**src/rtl/memory_stage_pkg.sv**
```systemverilog
// Shared definitions for the memory pipeline stage: writeback source codes,
// data-bus FSM states and the control half of the M pipeline register.
package memory_stage_pkg;

  localparam logic [1:0] WB_SRC_ALU = 2'b00;
  localparam logic [1:0] WB_SRC_MEM = 2'b01;
  localparam logic [1:0] WB_SRC_PC  = 2'b10;

  typedef enum logic [2:0] {
    DBUS_IDLE  = 3'd0,
    DBUS_REQ   = 3'd1,
    DBUS_WAIT  = 3'd2,
    DBUS_DONE  = 3'd3,
    DBUS_DRAIN = 3'd4
  } dbus_state_e;

  typedef struct packed {
    logic       pc_write;
    logic       rd_write;
    logic [1:0] rd_write_src;
    logic       mem_write;
    logic [4:0] rd;
  } m_ctrl_t;

  // An instruction touches data memory if it stores or writes back load data.
  function automatic logic is_mem_op(input logic mem_write, input logic [1:0] wb_src);
    return mem_write | (wb_src == WB_SRC_MEM);
  endfunction

  // Writeback source codes that the writeback mux understands.
  function automatic logic is_known_wb_src(input logic [1:0] wb_src);
    return (wb_src == WB_SRC_ALU) || (wb_src == WB_SRC_MEM) || (wb_src == WB_SRC_PC);
  endfunction

  // The stage holds upstream while the bus FSM is in any of these states.
  function automatic logic is_busy_state(input dbus_state_e s);
    return (s == DBUS_REQ) || (s == DBUS_WAIT) || (s == DBUS_DRAIN);
  endfunction

endpackage

```
**src/rtl/memory_stage_if.sv**
```systemverilog
// Data bus between the memory stage (master) and data memory (slave):
// req/gnt request handshake followed by an rvalid-qualified read return.
interface memory_stage_if #(
  parameter int unsigned XLEN = 32
);
  logic            req;
  logic            we;
  logic [XLEN-1:0] addr;
  logic [XLEN-1:0] wdata;
  logic            gnt;
  logic            rvalid;
  logic [XLEN-1:0] rdata;

  modport master (
    output req, we, addr, wdata,
    input  gnt, rvalid, rdata
  );

  modport slave (
    input  req, we, addr, wdata,
    output gnt, rvalid, rdata
  );
endinterface

```
**src/rtl/memory_stage_dbus_master.sv**
```systemverilog
// Data-bus master for the memory stage: sequences one word access per
// instruction held in the M register, captures load data and reports busy.
module dbus_master
  import memory_stage_pkg::*;
#(
  parameter int unsigned XLEN = 32
) (
  input  logic            clk,
  input  logic            rst_n,
  input  logic            load_i,    // M register accepts a new instruction
  input  logic            mem_op_i,  // that instruction accesses memory
  input  logic            flush_i,   // M register is being bubbled
  input  logic            we_i,      // held instruction is a store
  input  logic [XLEN-1:0] addr_i,    // held effective address
  input  logic [XLEN-1:0] wdata_i,   // held store data
  output logic            busy_o,
  output logic [XLEN-1:0] rdata_o,
  memory_stage_if.master  bus
);

  dbus_state_e     state_q, state_d;
  logic [XLEN-1:0] rdata_q, rdata_d;

  // State and captured load data registers.
  always_ff @(posedge clk or negedge rst_n) begin
    if (!rst_n) begin
      state_q <= DBUS_IDLE;
      rdata_q <= '0;
    end else begin
      state_q <= state_d;
      rdata_q <= rdata_d;
    end
  end

  // Next-state logic for the access sequence, including flush recovery.
  always_comb begin
    state_d = state_q;
    unique case (state_q)
      DBUS_IDLE, DBUS_DONE: begin
        if (flush_i)     state_d = DBUS_IDLE;
        else if (load_i) state_d = mem_op_i ? DBUS_REQ : DBUS_IDLE;
      end
      DBUS_REQ: begin
        // A granted load owes us a response even when flushed, so drain it.
        if (flush_i)        state_d = (bus.gnt && !we_i) ? DBUS_DRAIN : DBUS_IDLE;
        else if (bus.gnt)   state_d = we_i ? DBUS_DONE : DBUS_WAIT;
      end
      DBUS_WAIT: begin
        // A response arriving with the flush is already consumed here.
        if (flush_i)         state_d = bus.rvalid ? DBUS_IDLE : DBUS_DRAIN;
        else if (bus.rvalid) state_d = DBUS_DONE;
      end
      DBUS_DRAIN: begin
        if (bus.rvalid) state_d = DBUS_IDLE;
      end
      default: state_d = DBUS_IDLE;
    endcase
  end

  // Load data is captured only for an unflushed response in WAIT.
  always_comb begin
    rdata_d = rdata_q;
    if ((state_q == DBUS_WAIT) && bus.rvalid && !flush_i) rdata_d = bus.rdata;
  end

  // Bus drive and busy flag decoded from the current state.
  always_comb begin
    bus.req   = 1'b0;
    bus.we    = 1'b0;
    bus.addr  = '0;
    bus.wdata = '0;
    busy_o    = is_busy_state(state_q);
    if (state_q == DBUS_REQ) begin
      bus.req   = 1'b1;
      bus.we    = we_i;
      bus.addr  = {addr_i[XLEN-1:2], 2'b00};
      bus.wdata = wdata_i;
    end
  end

  assign rdata_o = rdata_q;

endmodule

```
**src/rtl/memory_stage.sv**
```systemverilog
// MEMORY pipeline stage: M pipeline register plus the data-bus master.
// Stalls itself while a data access is outstanding.
module memory_stage
  import memory_stage_pkg::*;
#(
  parameter int unsigned XLEN = 32
) (
  input  logic            clk,
  input  logic            rst_n,
  input  logic            pc_write_e,
  input  logic            rd_write_e,
  input  logic [1:0]      rd_write_src_e,
  input  logic            mem_write_e,
  input  logic [4:0]      rd_e,
  input  logic [XLEN-1:0] pc_e,
  input  logic [XLEN-1:0] alu_res_e,
  input  logic [XLEN-1:0] mem_data_e,
  input  logic            stall_m,
  input  logic            flush_m,
  output logic            pc_write_m,
  output logic            rd_write_m,
  output logic [1:0]      rd_write_src_m,
  output logic [4:0]      rd_m,
  output logic [XLEN-1:0] pc_m,
  output logic [XLEN-1:0] alu_res_m,
  output logic [XLEN-1:0] mem_rdata_m,
  output logic            mem_busy_m,
  memory_stage_if.master  dbus
);

  m_ctrl_t         ctrl_q, ctrl_d;
  logic [XLEN-1:0] pc_q, pc_d;
  logic [XLEN-1:0] alu_res_q, alu_res_d;
  logic [XLEN-1:0] mem_data_q, mem_data_d;
  logic            load_en;
  logic            mem_op_e;

  assign load_en  = !stall_m && !mem_busy_m;
  assign mem_op_e = is_mem_op(mem_write_e, rd_write_src_e);

  // M pipeline register.
  always_ff @(posedge clk or negedge rst_n) begin
    if (!rst_n) begin
      ctrl_q     <= '0;
      pc_q       <= '0;
      alu_res_q  <= '0;
      mem_data_q <= '0;
    end else begin
      ctrl_q     <= ctrl_d;
      pc_q       <= pc_d;
      alu_res_q  <= alu_res_d;
      mem_data_q <= mem_data_d;
    end
  end

  // Flush bubbles the register ahead of any load; otherwise load when free.
  always_comb begin
    ctrl_d     = ctrl_q;
    pc_d       = pc_q;
    alu_res_d  = alu_res_q;
    mem_data_d = mem_data_q;
    if (flush_m) begin
      ctrl_d     = '0;
      pc_d       = '0;
      alu_res_d  = '0;
      mem_data_d = '0;
    end else if (load_en) begin
      ctrl_d.pc_write     = pc_write_e;
      ctrl_d.rd_write     = rd_write_e;
      ctrl_d.rd_write_src = rd_write_src_e;
      ctrl_d.mem_write    = mem_write_e;
      ctrl_d.rd           = rd_e;
      pc_d                = pc_e;
      alu_res_d           = alu_res_e;
      mem_data_d          = mem_data_e;
    end
  end

  dbus_master #(.XLEN(XLEN)) u_dbus_master (
    .clk      (clk),
    .rst_n    (rst_n),
    .load_i   (load_en),
    .mem_op_i (mem_op_e),
    .flush_i  (flush_m),
    .we_i     (ctrl_q.mem_write),
    .addr_i   (alu_res_q),
    .wdata_i  (mem_data_q),
    .busy_o   (mem_busy_m),
    .rdata_o  (mem_rdata_m),
    .bus      (dbus)
  );

  // Writeback is suppressed until the access completes.
  always_comb begin
    pc_write_m     = ctrl_q.pc_write;
    rd_write_m     = ctrl_q.rd_write && !mem_busy_m;
    rd_write_src_m = ctrl_q.rd_write_src;
    rd_m           = ctrl_q.rd;
    pc_m           = pc_q;
    alu_res_m      = alu_res_q;
  end

endmodule

```
**src/flat_wrapper.sv**
```systemverilog
// flat-port wrapper written by rule: the top's interface ports become plain ports
module memory_stage_flat import memory_stage_pkg::*;
#(
  parameter int unsigned XLEN = 32
)
  (clk, rst_n, pc_write_e, rd_write_e, rd_write_src_e, mem_write_e, rd_e, pc_e, alu_res_e, mem_data_e, stall_m, flush_m, pc_write_m, rd_write_m, rd_write_src_m, rd_m, pc_m, alu_res_m, mem_rdata_m, mem_busy_m, dbus_req, dbus_we, dbus_addr, dbus_wdata, dbus_gnt, dbus_rvalid, dbus_rdata);
  memory_stage_if #(.XLEN(XLEN)) dbus_i ();
  input  logic clk;
  input  logic rst_n;
  input  logic pc_write_e;
  input  logic rd_write_e;
  input  logic [1:0] rd_write_src_e;
  input  logic mem_write_e;
  input  logic [4:0] rd_e;
  input  logic [XLEN-1:0] pc_e;
  input  logic [XLEN-1:0] alu_res_e;
  input  logic [XLEN-1:0] mem_data_e;
  input  logic stall_m;
  input  logic flush_m;
  output logic pc_write_m;
  output logic rd_write_m;
  output logic [1:0] rd_write_src_m;
  output logic [4:0] rd_m;
  output logic [XLEN-1:0] pc_m;
  output logic [XLEN-1:0] alu_res_m;
  output logic [XLEN-1:0] mem_rdata_m;
  output logic mem_busy_m;
  output wire logic [$bits(dbus_i.req)-1:0] dbus_req;
  output wire logic [$bits(dbus_i.we)-1:0] dbus_we;
  output wire logic [$bits(dbus_i.addr)-1:0] dbus_addr;
  output wire logic [$bits(dbus_i.wdata)-1:0] dbus_wdata;
  input wire logic [$bits(dbus_i.gnt)-1:0] dbus_gnt;
  input wire logic [$bits(dbus_i.rvalid)-1:0] dbus_rvalid;
  input wire logic [$bits(dbus_i.rdata)-1:0] dbus_rdata;
  assign dbus_req = dbus_i.req;
  assign dbus_we = dbus_i.we;
  assign dbus_addr = dbus_i.addr;
  assign dbus_wdata = dbus_i.wdata;
  assign dbus_i.gnt = dbus_gnt;
  assign dbus_i.rvalid = dbus_rvalid;
  assign dbus_i.rdata = dbus_rdata;
  memory_stage #(.XLEN(XLEN)) u_core (.clk(clk), .rst_n(rst_n), .pc_write_e(pc_write_e), .rd_write_e(rd_write_e), .rd_write_src_e(rd_write_src_e), .mem_write_e(mem_write_e), .rd_e(rd_e), .pc_e(pc_e), .alu_res_e(alu_res_e), .mem_data_e(mem_data_e), .stall_m(stall_m), .flush_m(flush_m), .pc_write_m(pc_write_m), .rd_write_m(rd_write_m), .rd_write_src_m(rd_write_src_m), .rd_m(rd_m), .pc_m(pc_m), .alu_res_m(alu_res_m), .mem_rdata_m(mem_rdata_m), .mem_busy_m(mem_busy_m), .dbus(dbus_i));
endmodule
```
**config.mk**
```make
export PLATFORM = sky130hd
export DESIGN_NAME = memory_stage_flat
export DESIGN_NICKNAME = d
export VERILOG_FILES = /design/src/rtl/memory_stage_pkg.sv /design/src/rtl/memory_stage_if.sv /design/src/rtl/memory_stage_dbus_master.sv /design/src/rtl/memory_stage.sv /design/src/flat_wrapper.sv
export SDC_FILE = /design/constraint.sdc
export NUM_CORES = 1
export LEC_CHECK = 0
export ABC_AREA = 1
export ABC_CLOCK_PERIOD_IN_PS = 1700
export BUFFER_PORTS_ARGS = -buffer_cell sky130_fd_sc_hd__buf_4
export CORE_AREA = 2 2 122 124
export DETAILED_ROUTE_END_ITERATION = 8
export DIE_AREA = 0 0 124 126
export GPL_ROUTABILITY_DRIVEN = 0
export PLACE_DENSITY = 0.8
export SYNTH_ARGS = -nofsm -noshare
export SYNTH_HDL_FRONTEND = slang
export SYNTH_SLANG_ARGS = --single-unit
export TNS_END_PERCENT = 1
```
**constraint.sdc**
```tcl
create_clock -name clk -period 1.7 [get_ports clk]
set_input_delay 0.17 -clock clk [delete_from_list [all_inputs] [get_ports clk]]
set_output_delay 0.17 -clock clk [all_outputs]
set_load 0.01 [all_outputs]
```
After elaboration in Yosys (flattened, before gate mapping)

Cells that the tools add are included.
Widths: inputs -> output; s select.

Register bits after elaboration: 141
Input port bits: 144
Output and inout port bits: 172
Word-level logic and storage cells: 59

Bitwise gates (word level): 1
Eq/ne operators: 9
Mux-type cells: 24
Reduce and logical (&&, ||, !) cells: 15

Operators with widths:

| cell               | number |
|---|---|
| $mux 32            | 8 |
| $mux 3             | 9 |
| $mux 10            | 2 |
| $pmux 3 s4         | 1 |
| $eq 3x2->1 const B | 2 |
| $ne 3x3->1 const B | 2 |
| $logic_and 1x1->1  | 5 |
| $logic_not 1->1    | 4 |
| $mux 1             | 4 |
| $reduce_and 4->1   | 1 |
| $eq 3x1->1 const B | 1 |
| $eq 3x3->1 const B | 1 |
| $logic_not 3->1    | 1 |
| $ne 3x2->1 const B | 1 |
| $eq 2x1->1 const B | 1 |
| $logic_or 1x1->1   | 2 |
| $ne 2x2->1 const B | 1 |
| $reduce_bool 2->1  | 1 |
| $reduce_or 2->1    | 1 |
| $or 1x1->1         | 1 |

Longest topological paths before layout

Gate-level depths: netlist of the first run.

Word-level depth: 8
Mapped depth: 8
Depth with buffers taken out: 7

By module

A second synthesis of the first run with hierarchy kept.

Cells, all modules: 801
Area total of the unflattened synthesis: 7,104.3 um^2

By module, submodules not included:

| module       | area an instance (um^2) | sequential area each (um^2) | times used | cells each |
|---|---|---|---|---|
| memory_stage | 4,454.3                 | 2,652.5                     | 1          | 485 |
| dbus_master  | 2,650.0                 | 875.8                       | 1          | 316 |

Worst setup path after synthesis of the first run

Ideal clock, no wire load.

Path kind: register -> output
Start: register u_core.u_dbus_master.state_q[1]
End: output rd_write_m
Arrival time: 1,206 ps
Buffers on the path: 1
Cell stages (with the launch flop): 6
Required time: 1,530 ps
Setup slack: 324 ps
Path through: dfrtp_1 -> inv_1 -> nand3_2 -> clkbuf_1 -> nand3_1 -> nor2_1

Word-level cells in the longest chain between the ends: 5
Elaborated cells between the ends (all ways): 7
Those cells by class: 3 x eq/ne; 4 x reduce/logical

RTL lines:

| what                                            | line                           | text |
|---|---|---|
| start: declaration                              | memory_stage_dbus_master.sv:21 | `dbus_state_e state_q, state_d;` |
| start signal: assignment                        | memory_stage_dbus_master.sv:30 | `state_q <= state_d;` |
| $eq 3x1->1 / $eq 3x2->1 (equally long branches) | memory_stage_pkg.sv:37         | `return (s == DBUS_REQ) \|\| (s == DBUS_WAIT) \|\| (s == DBUS_DRAIN);` |
| $logic_or 1x1->1                                | memory_stage_pkg.sv:37         |  |
| $logic_or 1x1->1 *                              | memory_stage_pkg.sv:37         |  |
| named net mem_busy_m                            | flat_wrapper.sv:27             | `output logic mem_busy_m;` |
| $logic_not 1->1 *                               | memory_stage.sv:96             | `rd_write_m = ctrl_q.rd_write && !mem_busy_m;` |
| $logic_and 1x1->1 *                             | memory_stage.sv:96             |  |
| end: declaration                                | flat_wrapper.sv:21             | `output logic rd_write_m;` |

Mark *: on every way through the listed nets, which the timed path passes. The rest lies on a longest branch.

Worst setup path after layout of the first run

Start: register u_core.u_dbus_master.state_q[0]
End: register u_core.alu_res_q[15] (netlist: u_core.alu_res_m[15])

Word-level cells in the longest chain between the ends: 6
Elaborated cells between the ends (all ways): 8
Those cells by class: 3 x eq/ne; 5 x reduce/logical

RTL lines:

| what                                            | line                   | text |
|---|---|---|
| $eq 3x1->1 / $eq 3x2->1 (equally long branches) | memory_stage_pkg.sv:37 |  |
| $logic_or 1x1->1                                | memory_stage_pkg.sv:37 |  |
| $logic_or 1x1->1 *                              | memory_stage_pkg.sv:37 |  |
| $logic_not 1->1 *                               | memory_stage.sv:38     | `assign load_en = !stall_m && !mem_busy_m;` |
| $logic_and 1x1->1 *                             | memory_stage.sv:38     |  |
| $reduce_bool 2->1 (no source line) *            | n/a                    |  |
| end signal: assignment                          | memory_stage.sv:51     | `alu_res_q <= alu_res_d;` |
| end: declaration                                | memory_stage.sv:33     | `logic [XLEN-1:0] alu_res_q, alu_res_d;` |

Mark *: on every way between the ends. The rest lies on a longest branch, timed or not.
A chain may end at the register's enable or synchronous reset.

==> results.sh, run 1 <==
export IMPL_status="complete, but fails checks"
export IMPL_violations="negative setup slack"
export IMPL_p_leak_nw=5.59
export IMPL_cts_root_buf="clkbuf_16"
export IMPL_synthCells=712
export IMPL_rsz0062_at_grt="true"
export IMPL_cp_slowest_cell="dfrtp_2"
export IMPL_clock_fmax_ghz=0.547
export IMPL_utilization_pct=75.6
export IMPL_overflow=0
export IMPL_first_iter_violations=383
export IMPL_die_area_um2=15600
export IMPL_drive_gt1_share_pct=39.0
export IMPL_slowest_delay_ns=0.45
export IMPL_hpwlAfterDp_mm=12.1
export IMPL_cts_buffer_depth=2
export IMPL_yosys_warnings=0
export IMPL_skew_ns=0.00661
export IMPL_fin_area_um2=10800
export IMPL_period_needed_ns=1.83
export IMPL_critPathArrivalTime_ns=2.11
export IMPL_path_cells="nand3_4, buf_12, buf_4, nand4_4, nor2_4, buf_12, nand2_1, o21ai_0"
export IMPL_cts_sinks=141
export IMPL_grt_pass1_wl_mm=33.9
export IMPL_start_kind="register"
export IMPL_cp_data_required_time_ns=1.98
export IMPL_vias=6550
export IMPL_setup_violations=54
export IMPL_hold_viol_final=0
export IMPL_yosys_cell_types_count=22
export IMPL_detail_route_wirelength_mm=23.0
export IMPL_htree_num_levels=4
export IMPL_io_pins=316
export IMPL_gr_usage_all_layers_pct=28.3
export IMPL_power_density_nw_per_um2=1330
export IMPL_clk_latency_ns=0.41
export IMPL_viasPerCell=4.89
export IMPL_synth_seq_cells=141
export IMPL_routedWlPerCell_um=17.1
export IMPL_postLayoutSetupSlackWorst_ns=-0.130
export IMPL_core_um2=14300
export IMPL_port_buffers=313
export IMPL_grt_pass1_vias=6849
export IMPL_critPathMaxFanout=62
export IMPL_place_ws_ns=0.191
export IMPL_crit_top_cell="buf_12"
export IMPL_dieHeight_um=126
export IMPL_final_cell_count_no_fill=1340
export IMPL_ant_nets=0
export IMPL_placed_cell_area_um2=8490
export IMPL_rows=44
export IMPL_areaGrowthSynthToFinish_pct=82.0
export IMPL_ir_drop_mv=0.740
export IMPL_layout_commonest_cell="buf_4"
export IMPL_yosysSeqAreaShare_pct=59.3
export IMPL_cts_clk_slew_worst_paths_ns=0.06
export IMPL_nets=1285
export IMPL_cts_tree="yes"
export IMPL_grt_max_degree=65
export IMPL_path_class="register to register"
export IMPL_die_w_um=124
export IMPL_synthesis_area_um2=5950
export IMPL_antenna_found_initial=2
export IMPL_final_cell_mix="buf_4 (300), nand2_1 (232), dfrtp_1 (140)"
export IMPL_initial_core_util_pct=41.6
export IMPL_hold_class="primary input to register"
export IMPL_power_mw=14.4
export IMPL_drt_pass1_iterations=5
export IMPL_drc=0
export IMPL_place_inst=1179
export IMPL_cap_violations=0
export IMPL_numCtsBuffers=17
export IMPL_slew_violations=0
export IMPL_postSynthAreaPerCell_um2=8.35
export IMPL_finalCritPeriodShare_pct=108
export IMPL_cp_end_kind="register"
flip-flops by register name, summed over array words and instances, names as in the netlist:
| name | cells |
|---|---|
| u_core.alu_res_m | 32 |
| u_core.mem_data_q | 32 |
| u_core.rd_write_src_m | 2 |
| u_core.ctrl_q | 2 |
| u_core.u_dbus_master.rdata_o | 32 |
| u_core.pc_write_m | 1 |
| u_core.u_dbus_master.state_q | 3 |
| u_core.pc_m | 32 |
| u_core.rd_m | 5 |
cell usage after synthesis:
cell type / count / area share, %
nand2_1: 235 / 15
nand4_1: 1 / 0.11
a21oi_1: 2 / 0.17
dfrtp_1: 141 / 59
nor2_2: 1 / 0.11
nand3_1: 8 / 0.67
buf_4: 16 / 2.0
conb_1: 1 / 0.063
nand2_2: 1 / 0.11
o21ai_0: 44 / 3.7
inv_2: 4 / 0.25
nand3_2: 3 / 0.50
nand3b_1: 1 / 0.13
nand4_4: 1 / 0.36
nor2_1: 67 / 4.2
clkbuf_1: 12 / 0.76
or2_2: 1 / 0.11
nor2_4: 1 / 0.19
o311ai_0: 1 / 0.15
inv_1: 102 / 6.4
o21ai_1: 53 / 4.5
buf_2: 16 / 1.3
metrics by stage:
step | hold WS, ns | TNS (ns)
2_1_floorplan | -0.126 | 0
3_5_place_dp | 0.110 | 0
5_1_grt | 0.00897 | -10.01
4_1_cts | 0.0000763 | -1.42
3_3_place_gp | 0.104 | 0
6_report | 0.0201 | -1.62
path summary, 6_finish.rpt:
path	start	to	slack [ns]	depth (start not counted)
setup / recovery	u_core.u_dbus_master.state_q[0]	u_core.alu_res_m[15]	-0.13	8
hold reg to reg	u_core.rd_write_src_m[1]	u_core.rd_write_src_m[1]	0.47	2
min in group asynchronous	rst_n	u_core.mem_data_q[11]	0.24	2
hold / removal	dbus_rdata[19]	u_core.u_dbus_master.rdata_o[19]	0.02	3
max in group asynchronous	rst_n	u_core.alu_res_m[14]	0.85	3
setup reg to reg	u_core.u_dbus_master.state_q[0]	u_core.alu_res_m[15]	-0.13	8
worst max-delay path: cells and delay by family, from the launching register on:
kind	cells	cell delay (ns)
AND/OR/NAND/NOR	4	0.52
AO/OA/AOI/OAI	1	0.17
flip-flops	1	0.45
buffers and inverters	3	0.52
report_power, final:
part / leakage (nW) / internal [mW] / switching, mW
Combinational: 3.43 / 2.65 / 3.08
Sequential: 1.87 / 4.27 / 0.527
Clock: 0.291 / 2.41 / 1.41
Total: 5.59 / 9.34 / 5.02
layout make-up:
cell class / instances / area (um2)
multi-input combinational: 422 / 2040
fill: 872 / 3490
timing repair buffer: 453 / 4010
sequential: 141 / 3530
antenna: 2 / 5.00
inverter: 106 / 400
tap: 184 / 230
clock inverter: 11 / 140
clock buffer: 21 / 470
logic make-up after synthesis:
kind of cell | Yosys count | share of synthesized area, %
other cells | 1 | 0.0630
simple gates | 320 | 21.3
flops | 141 | 59.3
buf+inv | 150 | 10.8
compound gates | 100 | 8.48
repair_timing:
item                                   4_1_cts  5_1_grt
buffers inserted                             7        1
endpoints found under the hold margin      147        0
cloned                                       6        0
setup endpoints to repair                   66      153
gates resized for setup                     56       61
hold buffers                               113        0
pin swaps                                    1        1
per-layer routing:
metal	global-route usage, %	vias up	wire, um
li1	-	2996	-
met1	29.6	3105	8020
met2	49.9	359	12300
met3	8.15	90	1660
met4	16.3	0	1050
met5	0	-	0
Note: power is estimated with default switching activity, not from simulation.
==> run 2: changes to the inputs <==
HOLD_SLACK_MARGIN = 0.03   (was unset)
SLEW_MARGIN = 5   (was unset)
==> run 2 against run 1 <==
The flow still finishes with violations (negative setup slack). Cell count increased by 1.6%. Total power increased by 1.6%. Sequential power about the same. Die area unchanged. Maximum frequency increased by 2.8%. Register-to-register slack improved by 0.11 ns. Clock power about the same. Combinational power increased by 3%. Utilization increased by 2.0 points. Global-route usage increased by 0.96 points. Final area increased by 2.7%. Critical endpoint is now dbus_addr[13]. Largest cell class unchanged. Largest power group unchanged.
==> results.sh, run 2 (same netlist as run 1, synthesis figures left out) <==
export IMPL_status="complete, but fails checks"
export IMPL_violations="negative setup slack"
export IMPL_cap_violations=0
export IMPL_rsz0062_at_grt="true"
export IMPL_cts_sinks=141
export IMPL_grt_max_degree=65
export IMPL_critPathBufInv=4
export IMPL_die_w_um=124
export IMPL_vias=6665
export IMPL_drc=0
export IMPL_die_area_um2=15600
export IMPL_layout_commonest_cell="buf_4"
export IMPL_rows=44
export IMPL_rr_worst_depth=8
export IMPL_drt_pass1_iterations=7
export IMPL_detail_route_wirelength_mm=23.9
export IMPL_core_um2=14300
export IMPL_skew_ns=0.00646
export IMPL_areaGrowthSynthToFinish_pct=86.9
export IMPL_cts_root_buf="clkbuf_16"
export IMPL_fin_area_um2=11100
export IMPL_ir_drop_mv=0.678
export IMPL_path_class="register to output port"
export IMPL_hold_ws_ns=0.0393
export IMPL_finalCritPeriodShare_pct=105
export IMPL_cts_buffer_depth=2
export IMPL_critPathArrivalTime_ns=1.61
export IMPL_grt_pass1_vias=7012
export IMPL_start_kind="register"
export IMPL_gr_usage_all_layers_pct=29.2
export IMPL_utilization_pct=77.7
export IMPL_place_inst=1179
export IMPL_placed_cell_area_um2=8490
export IMPL_dieHeight_um=126
export IMPL_period_needed_ns=1.78
export IMPL_p_leak_nw=5.70
export IMPL_cp_end_kind="output port"
export IMPL_final_cell_mix="buf_4 (298), nand2_1 (233), dfrtp_1 (140)"
export IMPL_hold_viol_final=0
export IMPL_cts_clk_slew_worst_paths_ns=0.06
export IMPL_whs_path_depth=3
export IMPL_slowest_delay_ns=0.40
export IMPL_final_cell_count_no_fill=1362
export IMPL_setup_tns_ns=-1.82
export IMPL_postLayoutSetupSlackWorst_ns=-0.0793
export IMPL_cp_data_required_time_ns=1.53
export IMPL_power_density_nw_per_um2=1310
export IMPL_antenna_found_initial=1
export IMPL_crit_family="buffers and inverters"
export IMPL_first_iter_violations=343
export IMPL_slew_violations=0
export IMPL_ant_nets=0
export IMPL_power_mw=14.6
export IMPL_cp_slowest_cell="dfrtp_1"
export IMPL_grt_pass1_wl_mm=35.0
export IMPL_routedWlPerCell_um=17.6
export IMPL_viasPerCell=4.89
export IMPL_clock_fmax_ghz=0.562
export IMPL_nets=1308
export IMPL_place_ws_ns=0.191
export IMPL_cp_num_cells=6
export IMPL_port_buffers=313
export IMPL_hold_class="primary input to register"
export IMPL_io_pins=316
export IMPL_clk_latency_ns=0.42
export IMPL_initial_core_util_pct=41.6
export IMPL_critPathMaxFanout=13
export IMPL_htree_num_levels=4
export IMPL_setup_violations=56
export IMPL_crit_start="u_core.u_dbus_master.state_q[1]"
export IMPL_drive_gt1_share_pct=38.3
export IMPL_numCtsBuffers=17
export IMPL_cts_tree="yes"
export IMPL_hpwlAfterDp_mm=12.1
export IMPL_overflow=0
export IMPL_hold_start="dbus_rdata[1]"
export IMPL_r2r_start="u_core.u_dbus_master.state_q[0]"
export IMPL_path_cells="inv_2, nand3_4, buf_12, buf_16, nor2_2, buf_4"
-- run 2: final timing paths --
kind / endpoint / slack, ns
max: dbus_addr[13] / -0.08
max in group asynchronous: u_core.alu_res_m[14] / 0.85
min reg2reg: u_core.pc_m[27] / 0.47
min in group asynchronous: u_core.mem_data_q[11] / 0.24
min: u_core.u_dbus_master.rdata_o[1] / 0.04
max reg2reg: u_core.mem_data_q[14] / -0.02
-- run 2: worst reg2reg max path: stages (launching register included) --
cell	delay, ns
dfrtp_2	0.45
nand3_4	0.12
buf_12	0.13
buf_4	0.11
nand4_4	0.11
nor2_4	0.22
buf_12	0.25
nand2_1	0.13
o21ai_1	0.12
-- run 2: power breakdown --
| group | switching [mW] | total, mW | internal, mW |
|---|---|---|---|
| combinational | 3.19 | 5.92 | 2.73 |
| sequential | 0.543 | 4.82 | 4.27 |
| clock | 1.44 | 3.85 | 2.41 |
-- run 2: area by class of cell --
cell class                      count  area [um2]
Multi-Input combinational cell    422        2080
Fill cell                         801        3200
Inverter                          106         400
Clock inverter                     11         140
Timing Repair Buffer              476        4260
Antenna cell                        1        2.50
Clock buffer                       21         470
Tap cell                          184         230
Sequential cell                   141        3530
-- run 2: per-layer routing --
metal | track usage, % | part of all wire [%] | vias up
li1 | - | - | 3047
met1 | 31.9 | 36 | 3159
met2 | 51.4 | 52 | 362
met3 | 7.65 | 7.5 | 97
met4 | 15.3 | 4.5 | 0
met5 | 0 | 0 | -
-- run 2: repair_timing --
action / CTS / global route
pin swaps: 1 / 1
buffers inserted: 7 / 0
gates cloned: 6 / 1
hold buffers: 136 / 0
hold endpoints to repair: 203 / 0
setup endpoints to repair: 66 / 149
gates resized for setup: 56 / 71
==> run 3: changes to the inputs <==
==> constraint.sdc (replaced) <==
create_clock -name clk -period 1.7 [get_ports clk]
set_input_delay 0.425 -clock clk [delete_from_list [all_inputs] [get_ports clk]]
set_output_delay 0.425 -clock clk [all_outputs]
set_load 0.01 [all_outputs]
==> run 3 against run 2 <==
Wire length down 29%. Global-route usage is 7.6 points lower. Critical path type unchanged. Via count decreased by 16%. Critical path depth down 1. Sequential share of layout area grew 6.4 points. Clock-buffer cell count increased by 1. Clock skew rose by 0.00053 ns. Largest cell class is now flip-flops and latches. The flow still finishes with violations (negative setup slack).
==> results.sh, run 3 (same netlist as run 1, synthesis figures left out) <==
export IMPL_die_w_um=124
export IMPL_cp_end_kind="output port"
export IMPL_hpwlAfterDp_mm=12.2
export IMPL_routedWlPerCell_um=14.0
export IMPL_placed_cell_area_um2=8530
export IMPL_grt_pass1_vias=5216
export IMPL_dieHeight_um=126
export IMPL_critPathMaxFanout=45
export IMPL_period_needed_ns=1.98
export IMPL_overflow=0
export IMPL_layout_commonest_cell="buf_4"
export IMPL_areaGrowthSynthToFinish_pct=55.3
export IMPL_drc=0
export IMPL_fillers=1179
export IMPL_crit_start="u_core.u_dbus_master.state_q[2]"
export IMPL_critPathCapture="dbus_wdata[18]"
export IMPL_grt_pass1_wl_mm=26.2
export IMPL_finalCritPeriodShare_pct=117
export IMPL_clk_latency_ns=0.41
export IMPL_initial_core_util_pct=41.6
export IMPL_cts_clk_slew_worst_paths_ns=0.06
export IMPL_cp_data_required_time_ns=1.27
export IMPL_clock_fmax_ghz=0.505
export IMPL_utilization_pct=64.5
export IMPL_nets=1163
export IMPL_r2r_start="u_core.u_dbus_master.state_q[2]"
export IMPL_rr_worst_depth=8
export IMPL_drive_gt1_share_pct=37.5
export IMPL_gr_usage_all_layers_pct=21.7
export IMPL_port_buffers=313
export IMPL_rsz0062_at_grt="true"
export IMPL_status="complete, but fails checks"
export IMPL_final_cell_mix="buf_4 (320), nand2_1 (234), dfrtp_1 (141)"
export IMPL_die_area_um2=15600
export IMPL_hold_viol_final=0
export IMPL_rows=44
export IMPL_cts_root_buf="clkbuf_16"
export IMPL_violations="negative setup slack"
export IMPL_numCtsBuffers=17
export IMPL_cts_buffer_depth=2
export IMPL_grt_max_degree=65
export IMPL_ant_nets=0
export IMPL_setup_violations=66
export IMPL_io_pins=316
export IMPL_vias=5570
export IMPL_place_ws_ns=0.0485
export IMPL_start_kind="register"
export IMPL_first_iter_violations=264
export IMPL_p_leak_nw=5.03
export IMPL_critPathArrivalTime_ns=1.56
export IMPL_cap_violations=0
export IMPL_slew_violations=0
export IMPL_cts_sinks=141
export IMPL_core_um2=14300
export IMPL_power_density_nw_per_um2=1420
export IMPL_viasPerCell=4.58
export IMPL_postLayoutSetupSlackWorst_ns=-0.282
export IMPL_regToRegSetupSlack_ns=0.05
export IMPL_path_class="register to output port"
export IMPL_fin_area_um2=9240
export IMPL_place_inst=1183
export IMPL_skew_ns=0.00699
export IMPL_rr_endpoint="u_core.mem_data_q[11]"
export IMPL_antenna_cells=0
export IMPL_final_cell_count_no_fill=1216
export IMPL_ir_drop_mv=0.793
export IMPL_hold_class="primary input to register"
export IMPL_antenna_found_initial=0
export IMPL_cts_tree="yes"
export IMPL_drt_pass1_iterations=4
export IMPL_detail_route_wirelength_mm=17.0
export IMPL_htree_num_levels=4
## run 3: changes by cell type in the layout (fill, tap and decap cells not counted), sizes merged
| cell | delta |
|---|---|
| dlygate4sd3 | -135 |
| buf | -8 |
| clkinvlp | -4 |
| clkinv | +2 |
| bufbuf | -1 |
| bufinv | +1 |
| diode | -1 |
## run 3: worst min path at each step
stage | from | cells past startpoint | slack (ns) | to
final | pc_e[24] | 3 | 0.21 | u_core.pc_m[24]
after global routing | pc_e[6] | 3 | 0.19 | u_core.pc_m[6]
after CTS | pc_e[11] | 3 | 0.19 | u_core.pc_m[11]
after detailed placement | rst_n | 1 | 0.36 | u_core.alu_res_m[24]
after global placement | rst_n | 1 | 0.36 | u_core.alu_res_m[24]
after floorplan | rst_n | 0 | 0.13 | u_core.alu_res_m[0]
## run 3: metrics by stage
step | setup TNS [ns] | hold slack, ns | total power [mW]
floorplan | 0 | 0.129 | 6.84
global placement | 0 | 0.359 | 9.05
detailed placement | 0 | 0.357 | 9.16
CTS | -14.39 | 0.195 | 13.2
global route | -20.28 | 0.195 | 13.9
finish | -14.24 | 0.210 | 13.1
## run 3: area by class of cell
type	instances	area [um2]	area share (%)
Clock buffer	22	474	5.13
Multi-Input combinational cell	422	1840	19.9
Timing Repair Buffer	331	2600	28.2
Sequential cell	141	3530	38.2
Tap cell	184	230	2.49
Inverter	106	398	4.31
Clock inverter	10	161	1.75
## run 3: worst max-delay path, cell delays in order, from the launching register on
cell and delay [ns]:
dfrtp_1 0.42, inv_2 0.12, nand3_4 0.11, buf_12 0.20, nor2_1 0.15, buf_4 0.14
## run 3: metal layers
metal / part of all wire [%] / wire length, um / global-route usage [%]
met1: 40 / 6780 / 26.8
met2: 50 / 8490 / 35.7
met3: 7.5 / 1280 / 5.89
met4: 2.5 / 426 / 8.79
met5: 0 / 0 / 0
## run 3: power breakdown
group	internal [mW]	switching, mW
combinational	2.02	2.41
clock	2.57	1.36
sequential	4.27	0.480
total	8.86	4.25
## run 3: timing repair
action / in CTS / in global routing
hold buffers: 1 / 0
setup buffers: 0 / 0
gates resized for setup: 13 / 8
endpoints found under the setup margin: 66 / 146
endpoints found under the hold margin: 31 / 0
